$ cat src/rtl/ddr3_mp_frontend_if.sv
// Bundle between the requester ports, the multi-port front-end and the DDR3 processing logic.
// The front-end takes the slave side; requesters, consumer and return source take the master side.
interface ddr3_mp_frontend_if #(
    parameter int NPORTS = 2,
    parameter int DEPTH  = 8,
    parameter int ADDR_W = 26,
    parameter int DATA_W = 16,
    parameter int PW     = 3
);
    localparam int CW = $clog2(DEPTH) + 1;

    logic [NPORTS-1:0]        req_valid;
    logic [NPORTS-1:0]        req_ready;
    logic [NPORTS*3-1:0]      req_cmd;
    logic [NPORTS*2-1:0]      req_sz;
    logic [NPORTS*3-1:0]      req_op;
    logic [NPORTS*ADDR_W-1:0] req_addr;
    logic [NPORTS*CW-1:0]     fillcount;

    logic                     cmd_valid;
    logic                     cmd_get;
    logic [8+ADDR_W-1:0]      cmd_data;
    logic [PW-1:0]            cmd_port;

    logic                     ret_valid;
    logic                     ret_last;
    logic [PW-1:0]            ret_port;
    logic [ADDR_W-1:0]        ret_addr;
    logic [DATA_W-1:0]        ret_data;

    logic [NPORTS-1:0]        rsp_valid;
    logic [ADDR_W-1:0]        rsp_addr;
    logic [DATA_W-1:0]        rsp_data;
    logic [NPORTS*4-1:0]      outstanding;

    modport slave (
        input  req_valid, req_cmd, req_sz, req_op, req_addr,
        output req_ready, fillcount,
        output cmd_valid, cmd_data, cmd_port,
        input  cmd_get,
        input  ret_valid, ret_last, ret_port, ret_addr, ret_data,
        output rsp_valid, rsp_addr, rsp_data, outstanding
    );

    modport master (
        output req_valid, req_cmd, req_sz, req_op, req_addr,
        input  req_ready, fillcount,
        input  cmd_valid, cmd_data, cmd_port,
        output cmd_get,
        output ret_valid, ret_last, ret_port, ret_addr, ret_data,
        input  rsp_valid, rsp_addr, rsp_data, outstanding
    );
endinterface

$ cat src/rtl/ddr3_mp_frontend.sv
// Multi-port DDR3 request front-end: per-port command FIFOs, round-robin merge into one
// registered command slot, per-port outstanding-read limiting and tagged return routing.
module ddr3_mp_frontend #(
    parameter int NPORTS  = 2,
    parameter int DEPTH   = 8,
    parameter int ADDR_W  = 26,
    parameter int DATA_W  = 16,
    parameter int MAX_OUT = 4,
    parameter int PW      = 3
) (
    input  logic              clk,
    input  logic              reset,
    ddr3_mp_frontend_if.slave bus
);
    localparam int AW    = $clog2(DEPTH);
    localparam int CW    = AW + 1;
    localparam int CMD_W = 8 + ADDR_W;

    logic [NPORTS-1:0][CMD_W-1:0] head;
    logic [NPORTS-1:0]            elig;
    logic [NPORTS-1:0]            pop;

    logic              cmd_valid_q, cmd_valid_d;
    logic [CMD_W-1:0]  cmd_data_q, cmd_data_d;
    logic [PW-1:0]     cmd_port_q, cmd_port_d;
    logic [PW-1:0]     rr_q, rr_d;
    logic              slot_free;
    logic              win_found;
    logic [PW-1:0]     win;

    logic [NPORTS-1:0] rsp_valid_q, rsp_valid_d;
    logic [ADDR_W-1:0] rsp_addr_q;
    logic [DATA_W-1:0] rsp_data_q;

    assign slot_free = !cmd_valid_q || bus.cmd_get;

    for (genvar p = 0; p < NPORTS; p++) begin : g_port
        logic [DEPTH-1:0][CMD_W-1:0] mem_q;
        logic [AW-1:0]               wr_q, rd_q;
        logic [CW-1:0]               cnt_q, cnt_d;
        logic [3:0]                  out_q, out_d;
        logic                        push, is_rd, inc, dec;

        assign bus.req_ready[p]             = (cnt_q != CW'(DEPTH));
        assign push                         = bus.req_valid[p] && bus.req_ready[p];
        assign head[p]                      = mem_q[rd_q];
        assign is_rd                        = (head[p][CMD_W-1 -: 3] == 3'b001);
        // A blocked read at the head also blocks everything queued behind it on this port.
        assign elig[p]                      = (cnt_q != '0) && (!is_rd || out_q < 4'(MAX_OUT));
        assign inc                          = pop[p] && is_rd;
        assign dec                          = bus.ret_valid && bus.ret_last && (bus.ret_port == PW'(p));
        assign bus.fillcount[CW*p +: CW]    = cnt_q;
        assign bus.outstanding[4*p +: 4]    = out_q;

        always_comb begin
            cnt_d = cnt_q;
            if (push && !pop[p])      cnt_d = cnt_q + 1'b1;
            else if (!push && pop[p]) cnt_d = cnt_q - 1'b1;
            out_d = out_q;
            if (inc && !dec)                      out_d = out_q + 1'b1;
            else if (dec && !inc && out_q != '0)  out_d = out_q - 1'b1;
        end

        always_ff @(posedge clk) begin
            if (reset) begin
                wr_q  <= '0;
                rd_q  <= '0;
                cnt_q <= '0;
                out_q <= '0;
            end else begin
                if (push)   wr_q <= wr_q + 1'b1;
                if (pop[p]) rd_q <= rd_q + 1'b1;
                cnt_q <= cnt_d;
                out_q <= out_d;
            end
        end

        always_ff @(posedge clk) begin
            if (push)
                mem_q[wr_q] <= {bus.req_cmd[3*p +: 3], bus.req_sz[2*p +: 2],
                                bus.req_op[3*p +: 3], bus.req_addr[ADDR_W*p +: ADDR_W]};
        end
    end

    // Rotating priority scan starting at rr_q.
    always_comb begin
        win_found = 1'b0;
        win       = '0;
        for (int i = 0; i < NPORTS; i++) begin
            for (int j = 0; j < NPORTS; j++) begin
                if (!win_found && elig[j] &&
                    (((int'(rr_q) + i) >= NPORTS) ? (int'(rr_q) + i - NPORTS) : (int'(rr_q) + i)) == j) begin
                    win_found = 1'b1;
                    win       = PW'(j);
                end
            end
        end
    end

    always_comb begin
        pop         = '0;
        cmd_valid_d = cmd_valid_q;
        cmd_data_d  = cmd_data_q;
        cmd_port_d  = cmd_port_q;
        rr_d        = rr_q;
        if (slot_free) begin
            cmd_valid_d = win_found;
            if (win_found) begin
                for (int j = 0; j < NPORTS; j++) begin
                    if (win == PW'(j)) begin
                        pop[j]     = 1'b1;
                        cmd_data_d = head[j];
                    end
                end
                cmd_port_d = win;
                rr_d       = (win == PW'(NPORTS-1)) ? '0 : win + 1'b1;
            end
        end
    end

    // Tags outside the port range decode to no strobe and so are dropped.
    always_comb begin
        rsp_valid_d = '0;
        for (int j = 0; j < NPORTS; j++)
            rsp_valid_d[j] = bus.ret_valid && (bus.ret_port == PW'(j));
    end

    always_ff @(posedge clk) begin
        if (reset) begin
            cmd_valid_q <= 1'b0;
            cmd_data_q  <= '0;
            cmd_port_q  <= '0;
            rr_q        <= '0;
            rsp_valid_q <= '0;
            rsp_addr_q  <= '0;
            rsp_data_q  <= '0;
        end else begin
            cmd_valid_q <= cmd_valid_d;
            cmd_data_q  <= cmd_data_d;
            cmd_port_q  <= cmd_port_d;
            rr_q        <= rr_d;
            rsp_valid_q <= rsp_valid_d;
            if (|rsp_valid_d) begin
                rsp_addr_q <= bus.ret_addr;
                rsp_data_q <= bus.ret_data;
            end
        end
    end

    assign bus.cmd_valid = cmd_valid_q;
    assign bus.cmd_data  = cmd_data_q;
    assign bus.cmd_port  = cmd_port_q;
    assign bus.rsp_valid = rsp_valid_q;
    assign bus.rsp_addr  = rsp_addr_q;
    assign bus.rsp_data  = rsp_data_q;
endmodule

$ cat src/flat_wrapper.sv
// flat-port wrapper written by rule: the top's interface ports become plain ports
module ddr3_mp_frontend_flat 
#(
    parameter int NPORTS  = 2,
    parameter int DEPTH   = 8,
    parameter int ADDR_W  = 26,
    parameter int DATA_W  = 16,
    parameter int MAX_OUT = 4,
    parameter int PW      = 3
)
  (clk, reset, bus_req_valid, bus_req_cmd, bus_req_sz, bus_req_op, bus_req_addr, bus_req_ready, bus_fillcount, bus_cmd_valid, bus_cmd_data, bus_cmd_port, bus_cmd_get, bus_ret_valid, bus_ret_last, bus_ret_port, bus_ret_addr, bus_ret_data, bus_rsp_valid, bus_rsp_addr, bus_rsp_data, bus_outstanding);
  ddr3_mp_frontend_if #(.NPORTS(NPORTS), .DEPTH(DEPTH), .ADDR_W(ADDR_W), .DATA_W(DATA_W), .PW(PW)) bus_i ();
  input  logic clk;
  input  logic reset;
  input wire logic [$bits(bus_i.req_valid)-1:0] bus_req_valid;
  input wire logic [$bits(bus_i.req_cmd)-1:0] bus_req_cmd;
  input wire logic [$bits(bus_i.req_sz)-1:0] bus_req_sz;
  input wire logic [$bits(bus_i.req_op)-1:0] bus_req_op;
  input wire logic [$bits(bus_i.req_addr)-1:0] bus_req_addr;
  output wire logic [$bits(bus_i.req_ready)-1:0] bus_req_ready;
  output wire logic [$bits(bus_i.fillcount)-1:0] bus_fillcount;
  output wire logic [$bits(bus_i.cmd_valid)-1:0] bus_cmd_valid;
  output wire logic [$bits(bus_i.cmd_data)-1:0] bus_cmd_data;
  output wire logic [$bits(bus_i.cmd_port)-1:0] bus_cmd_port;
  input wire logic [$bits(bus_i.cmd_get)-1:0] bus_cmd_get;
  input wire logic [$bits(bus_i.ret_valid)-1:0] bus_ret_valid;
  input wire logic [$bits(bus_i.ret_last)-1:0] bus_ret_last;
  input wire logic [$bits(bus_i.ret_port)-1:0] bus_ret_port;
  input wire logic [$bits(bus_i.ret_addr)-1:0] bus_ret_addr;
  input wire logic [$bits(bus_i.ret_data)-1:0] bus_ret_data;
  output wire logic [$bits(bus_i.rsp_valid)-1:0] bus_rsp_valid;
  output wire logic [$bits(bus_i.rsp_addr)-1:0] bus_rsp_addr;
  output wire logic [$bits(bus_i.rsp_data)-1:0] bus_rsp_data;
  output wire logic [$bits(bus_i.outstanding)-1:0] bus_outstanding;
  assign bus_i.req_valid = bus_req_valid;
  assign bus_i.req_cmd = bus_req_cmd;
  assign bus_i.req_sz = bus_req_sz;
  assign bus_i.req_op = bus_req_op;
  assign bus_i.req_addr = bus_req_addr;
  assign bus_req_ready = bus_i.req_ready;
  assign bus_fillcount = bus_i.fillcount;
  assign bus_cmd_valid = bus_i.cmd_valid;
  assign bus_cmd_data = bus_i.cmd_data;
  assign bus_cmd_port = bus_i.cmd_port;
  assign bus_i.cmd_get = bus_cmd_get;
  assign bus_i.ret_valid = bus_ret_valid;
  assign bus_i.ret_last = bus_ret_last;
  assign bus_i.ret_port = bus_ret_port;
  assign bus_i.ret_addr = bus_ret_addr;
  assign bus_i.ret_data = bus_ret_data;
  assign bus_rsp_valid = bus_i.rsp_valid;
  assign bus_rsp_addr = bus_i.rsp_addr;
  assign bus_rsp_data = bus_i.rsp_data;
  assign bus_outstanding = bus_i.outstanding;
  ddr3_mp_frontend #(.NPORTS(NPORTS), .DEPTH(DEPTH), .ADDR_W(ADDR_W), .DATA_W(DATA_W), .MAX_OUT(MAX_OUT), .PW(PW)) u_core (.clk(clk), .reset(reset), .bus(bus_i));
endmodule
$ cat config.mk
export PLATFORM = sky130hd
export DESIGN_NAME = ddr3_mp_frontend_flat
export DESIGN_NICKNAME = d
export VERILOG_FILES = /design/src/rtl/ddr3_mp_frontend_if.sv /design/src/rtl/ddr3_mp_frontend.sv /design/src/flat_wrapper.sv
export SDC_FILE = /design/constraint.sdc
export NUM_CORES = 1
export LEC_CHECK = 0
export CAP_MARGIN = 15
export CORE_MARGIN = 10
export CORE_UTILIZATION = 57
export DETAILED_ROUTE_END_ITERATION = 12
export GPL_TIMING_DRIVEN = 0
export PLACE_DENSITY = 0.79
export SLEW_MARGIN = 25
export SYNTH_ARGS = -nofsm -noshare
export SYNTH_HDL_FRONTEND = slang
export SYNTH_SLANG_ARGS = --single-unit
$ cat constraint.sdc
create_clock -name clk -period 5.6 [get_ports clk]
set_clock_uncertainty 0.05 [all_clocks]
set_input_delay 1.12 -clock clk [delete_from_list [all_inputs] [get_ports clk]]
set_output_delay 1.12 -clock clk [all_outputs]
set_load 0.01 [all_outputs]
-- Word-level counts from Yosys, hierarchy flattened
Cells that the tools add are included.
- register bits after elaboration: 657
- bits in latches: 0
- memory bits (writable): 0
- memory bits (read-only): 0
- memories: 0
- add/subtract/negate cells: 16
- multiply operators: 0
- div/mod/pow operators: 0
- magnitude comparators: 10
- eq/ne operators: 8
- shift-type cells: 0
- multiplexer cells: 34
- bitwise logic cells: 0
- reduce and logical (&&, ||, !) cells: 63
- operator list (cell ; number):
    $bwmux W272 ; 2
    $bmux W34 S3 ; 2
    $demux W34 S3 ; 2
    $mux W34 ; 6
    $eq A32 B2 Y1 const B ; 2
    $logic_not A32 Y1 ; 2
    $mux W32 ; 2
    $ge A32 B3 Y1 const B ; 1
    $mux W4 ; 8
    $sub A32 B3 Y32 const B ; 1
    $logic_and A1 B1 Y1 ; 30
    $add A4 B1 Y4 const B ; 4
    $lt A3 B4 Y1 const B ; 4
    $reduce_bool A4 Y1 ; 4
    $sub A4 B1 Y4 const B ; 4
    $logic_not A1 Y1 ; 14
    $add A3 B1 Y3 const B ; 4
    $reduce_bool A2 Y1 ; 5
    $eq A3 B1 Y1 const B ; 3
    $mux W1 ; 9
    $lt A4 B3 Y1 const B ; 2
    $ne A4 B4 Y1 const B ; 2
    $ge A3 B1 Y1 const B ; 2
    $logic_not A3 Y1 ; 2
    other kinds (11) ; 14

-- Depth between registers and ports, before layout
- word-level depth: 30
- mapped depth: 16
- mapped depth without buffers: 13

-- Least setup slack after synthesis
Ideal clock, no wire load.
- kind: input to register
- from: input port bus_req_valid[1]
- to: register u_core.g_port[1].mem_q[0] (netlist name), enable pin
- arrival time: 4.489 ns
- required time: 5.040 ns
- setup slack: 0.550 ns
- stages: 2
- path through: nand2_1 -> nor4_1
- word-level cells in the longest chain between the ends: 1
- RTL lines (item ; line ; source):
    start, declared ; flat_wrapper.sv:15 ; input wire logic [$bits(bus_i.req_valid)-1:0] bus_req_valid;
    $logic_and A1 B1 Y1 ; ddr3_mp_frontend.sv:45 ; assign push = bus.req_valid[p] && bus.req_ready[p];
    end signal, assigned by index ; ddr3_mp_frontend.sv:80 ; mem_q[wr_q] <= {bus.req_cmd[3*p +: 3], bus.req_sz[2*p +: 2],
    end, declared ; ddr3_mp_frontend.sv:38 ; logic [DEPTH-1:0][CMD_W-1:0] mem_q;
Every way passes these cells.
A chain may end at the register's enable or synchronous reset.

-- Final worst setup path
- from: register u_core.g_port[1].rd_q[1]
- to: register u_core.g_port[0].out_q[3]
- word-level cells in the longest chain between the ends: 26
- elaborated cells between the ends (all ways): 31
- RTL lines (item ; line ; source):
    start, declared ; ddr3_mp_frontend.sv:39 ; logic [AW-1:0] wr_q, rd_q;
    start signal, assigned ; ddr3_mp_frontend.sv:72 ; if (pop[p]) rd_q <= rd_q + 1'b1;
    $bmux W34 S3 (*) ; ddr3_mp_frontend.sv:46 ; assign head[p] = mem_q[rd_q];
    $mux W34 (implied by the code) (*) ; ddr3_mp_frontend.sv:46 ;
    $eq A3 B1 Y1 (*) ; ddr3_mp_frontend.sv:47 ; assign is_rd = (head[p][CMD_W-1 -: 3] == 3'b001);
    $logic_not A1 Y1 (*) ; ddr3_mp_frontend.sv:49 ; assign elig[p] = (cnt_q != '0) && (!is_rd || out_q < 4'(MAX_OUT));
    $logic_or A1 B1 Y1 (*) ; ddr3_mp_frontend.sv:49 ;
    $logic_and A1 B1 Y1 (*) ; ddr3_mp_frontend.sv:49 ;
    $logic_and A1 B1 Y1 (2 in series) ; ddr3_mp_frontend.sv:91 ; if (!win_found && elig[j] &&
    $mux W1 ; ddr3_mp_frontend.sv:91 ;
    [... 8 more ...] ; - ;
    $logic_not A3 Y1 ; ddr3_mp_frontend.sv:110 ; if (win == PW'(j)) begin
    $mux W1 ; ddr3_mp_frontend.sv:110 ;
    $mux W2 (*) ; ddr3_mp_frontend.sv:108 ; if (win_found) begin
    $mux W2 (*) ; ddr3_mp_frontend.sv:106 ; if (slot_free) begin
    $logic_and A1 B1 Y1 (*) ; ddr3_mp_frontend.sv:50 ; assign inc = pop[p] && is_rd;
    $logic_not A1 Y1 ; ddr3_mp_frontend.sv:61 ; else if (dec && !inc && out_q != '0) out_d = out_q - 1'b1;
    $logic_and A1 B1 Y1 (2 in series) ; ddr3_mp_frontend.sv:61 ;
    $reduce_bool A2 Y1 (no source line) ; - ;
    end signal, assigned ; ddr3_mp_frontend.sv:74 ; out_q <= out_d;
    end, declared ; ddr3_mp_frontend.sv:41 ; logic [3:0] out_q, out_d;
Mark *: on every way between the ends. The rest lies on a longest branch, timed or not. The select of a mux whose other input is x is not followed.

==> results_dict.tcl <==
set metrics [dict create \
    status "finished, final reports clean" \
    fp.dieW_um 230 \
    place_ws_ns 0.871 \
    min_period_ns 4.83 \
    crit_required_ns 6.00 \
    place.gp.congestion 0.867 \
    worstPathCellList "clkbuf_1, clkbuf_1, mux4_2, mux2i_1, o2111ai_1, a31oi_1, nand3_1, ha_1, a21o_1, a21o_1, or3_1, mux2i_1, mux2_2" \
    synth_top_area_share_pct 65.1 \
    max_slew.worst_pin.slew_ns 0.933 \
    ant_nets 0 \
    vias 13700 \
    finalNonFillerCells 2317 \
    ys_seq_elements 653 \
    rsz0062_at_grt "false" \
    synth-seq-area-share_pct 73.8 \
    dp_hpwl_mm 40.4 \
    grt_pass1_wl_mm 88.3 \
    port_buffers 217 \
    syn_area_um2 25100 \
    die_h_um 230 \
    grt_max_degree 21 \
    dr.pass1.iters 5 \
    drc 0 \
    timing.final.crit_share_pct 86.2 \
    hold_buffers 0 \
    crit_buf_inv 2 \
    synth-edff-count 544 \
    yosysUniqueCellTypes 49 \
    r2r_slack_ns 0.77 \
    cpPeakStageDelay_ns 0.55 \
    worstPathArrival_ns 5.23 \
    vias_per_cell 5.92 \
    clockBufferDepth 3 \
    dieArea_um2 52800 \
    power_density_nw_per_um2 439 \
    hold_class "reg2reg" \
    slowest_stage "mux2i_1" \
    max_freq_ghz 0.207 \
    cp_max_fo 10 \
    htree_levels 3 \
    wire_per_inst_um 25.4 \
    netlist_instances 1335 \
    ir_drop_v 0.000262 \
    setup.worst_path.class "reg2reg" \
    critPathTopFamily "multiplexers" \
    cts_buffers 66 \
    max-slew-margin-rel_pct 37.8 \
    grt_pass1_vias 14200 \
    critPathCaptureType "register" \
    cts_resized 0 \
    synthTopCellsByArea "edfxtp_1 (65%), mux4_2 (12%), dfxtp_1 (8.7%)" \
    nFillCells 2592 \
    drive_above_1_share_pct 20.4 \
    cts.sinks 653 \
    hold_violations 0 \
    finalMaxSlewViolations 0 \
    async_reset_ff_share_pct 0 \
    avgSynthCellArea_um2 18.8 \
    yosysWarnings 0 \
    most-common-layout-cells "edfxtp_1 (544), clkdlybuf4s50_1 (217), mux4_2 (136)" \
    grt_antenna_before_repair 9 \
    multi_input_area_um2 6300 \
    core_um2 43300 \
    ys.flop_type "edfxtp_1" \
    nets 1814 \
    drt_iter0_markers 1271 \
    timing.final.ws_setup_ns 0.772 \
    cap_violations 0 \
    area_growth_pct 22.4 \
    initial_utilization_pct 58.0 \
    root_buffer "clkbuf_16" \
    cts_tree "done" \
    track_usage_pct 22.1 \
    num_rows 76 \
    start_kind "register" \
    place_inst 2193 \
    p_leak_uw 0.00993 \
    path_clk_slew_ns 0.06 \
    grt_remaining_overflow 0 \
    cts_setup_buffers 0 \
    regArea_um2 18500 \
    io_pins 220 \
    wirelength_mm 58.9 \
    setup_viol 0 \
    layout_commonest_cell "edfxtp_1" \
    clock_latency_ns 0.58 \
    yosys.area.top_type "edfxtp_1" \
]
[per-stage QoR]
stage          util, %  power [uW]  area, um^2  TNS, ns  hold WS, ns
2_1_floorplan        -        8120       25100        0        0.413
3_3_place_gp      64.7        9210       28000  -510.76        0.392
3_5_place_dp      66.2        9320       28600        0        0.398
4_1_cts           71.0       13500       30700        0        0.406
5_1_grt           71.0       14000       30700        0        0.417
6_report          71.0       13500       30700        0        0.405
[final timing paths]
path | startpoint | end | cells past startpoint
setup reg to reg | u_core.g_port[1].rd_q[1] | u_core.g_port[0].out_q[3] | 13
hold reg to reg | u_core.bus.rsp_data[2] | u_core.bus.rsp_data[2] | 2
setup / recovery | u_core.g_port[1].rd_q[1] | u_core.g_port[0].out_q[3] | 13
hold / removal | u_core.bus.rsp_data[2] | u_core.bus.rsp_data[2] | 2
[cells in the mapped netlist, drive strengths merged, types with 2 or more instances]
| cell | count |
|---|---|
| and2 | 2 |
| nand2b | 9 |
| a221o | 33 |
| o211ai | 2 |
| mux4 | 136 |
| a21o | 6 |
| buf | 34 |
| nor4 | 5 |
| xor2 | 5 |
| o32ai | 2 |
| a211oi | 3 |
| nand2 | 108 |
| mux2 | 41 |
| nor2b | 10 |
| dfxtp | 109 |
| nand3 | 6 |
| nor3 | 47 |
| o21ai | 6 |
| or3 | 6 |
| mux2i | 41 |
| nor2 | 33 |
| fa | 4 |
| a211o | 2 |
| xnor2 | 9 |
| ha | 14 |
| edfxtp | 544 |
| clkbuf | 42 |
| a21oi | 58 |
| inv | 6 |
[worst reg2reg max path, delay by kind of cell (launching register included)]
| kind | cells | cell delay [ns] |
|---|---|---|
| compound gates | 4 | 1.16 |
| fa+ha+maj | 1 | 0.34 |
| buf+inv | 2 | 0.84 |
| flops | 1 | 0.35 |
| mux | 4 | 1.43 |
| simple gates | 2 | 0.54 |
[area by class of cell]
cell class / instances / share of cell area [%]
plain buffers: 76 / 1.17
well taps: 585 / 2.38
multi-input cells: 601 / 20.5
inverters: 6 / 0.0733
clock inverters: 29 / 0.815
diodes: 7 / 0.0570
clock buffers: 88 / 5.95
flip-flops and latches: 653 / 60.3
repair buffers: 272 / 8.79
[metal layers]
layer	routed length [um]	share of wire, %	track usage (%)
met5	45	0.076	0
met4	1530	2.6	6.89
met3	3660	6.2	5.06
met2	30900	53	38.2
met1	22700	39	27.4
[cells by family (layout without fill, tap and decap cells)]
group	after synthesis	in the layout	synth area share [%]
AO/OA/AOI/OAI	116	116	3.27
XOR/XNOR	14	14	0.489
adder cells (fa/ha/maj)	18	18	1.02
buffers and inverters	82	471	1.50
flip-flops	653	653	73.8
multiplexers	218	218	15.7
other	1	9	0.0149
AND/OR/NAND/NOR	233	233	4.21
[flip-flops by register name (all words and copies together) (netlist names), 2 cells and up]
register	cells
u_core.g_port.mem_q	544
u_core.bus.cmd_data	34
u_core.bus.rsp_addr	26
u_core.bus.rsp_data	16
u_core.g_port.cnt_q	8
u_core.g_port.out_q	8
u_core.g_port.rd_q	6
u_core.g_port.wr_q	6
u_core.bus.rsp_valid	2
[report_power, final]
group          internal (uW)  switching (uW)
Sequential              5630             205
Clock                   2480            1750
Combinational           1670            1750
No activity file was read; power rests on OpenSTA's default activity.
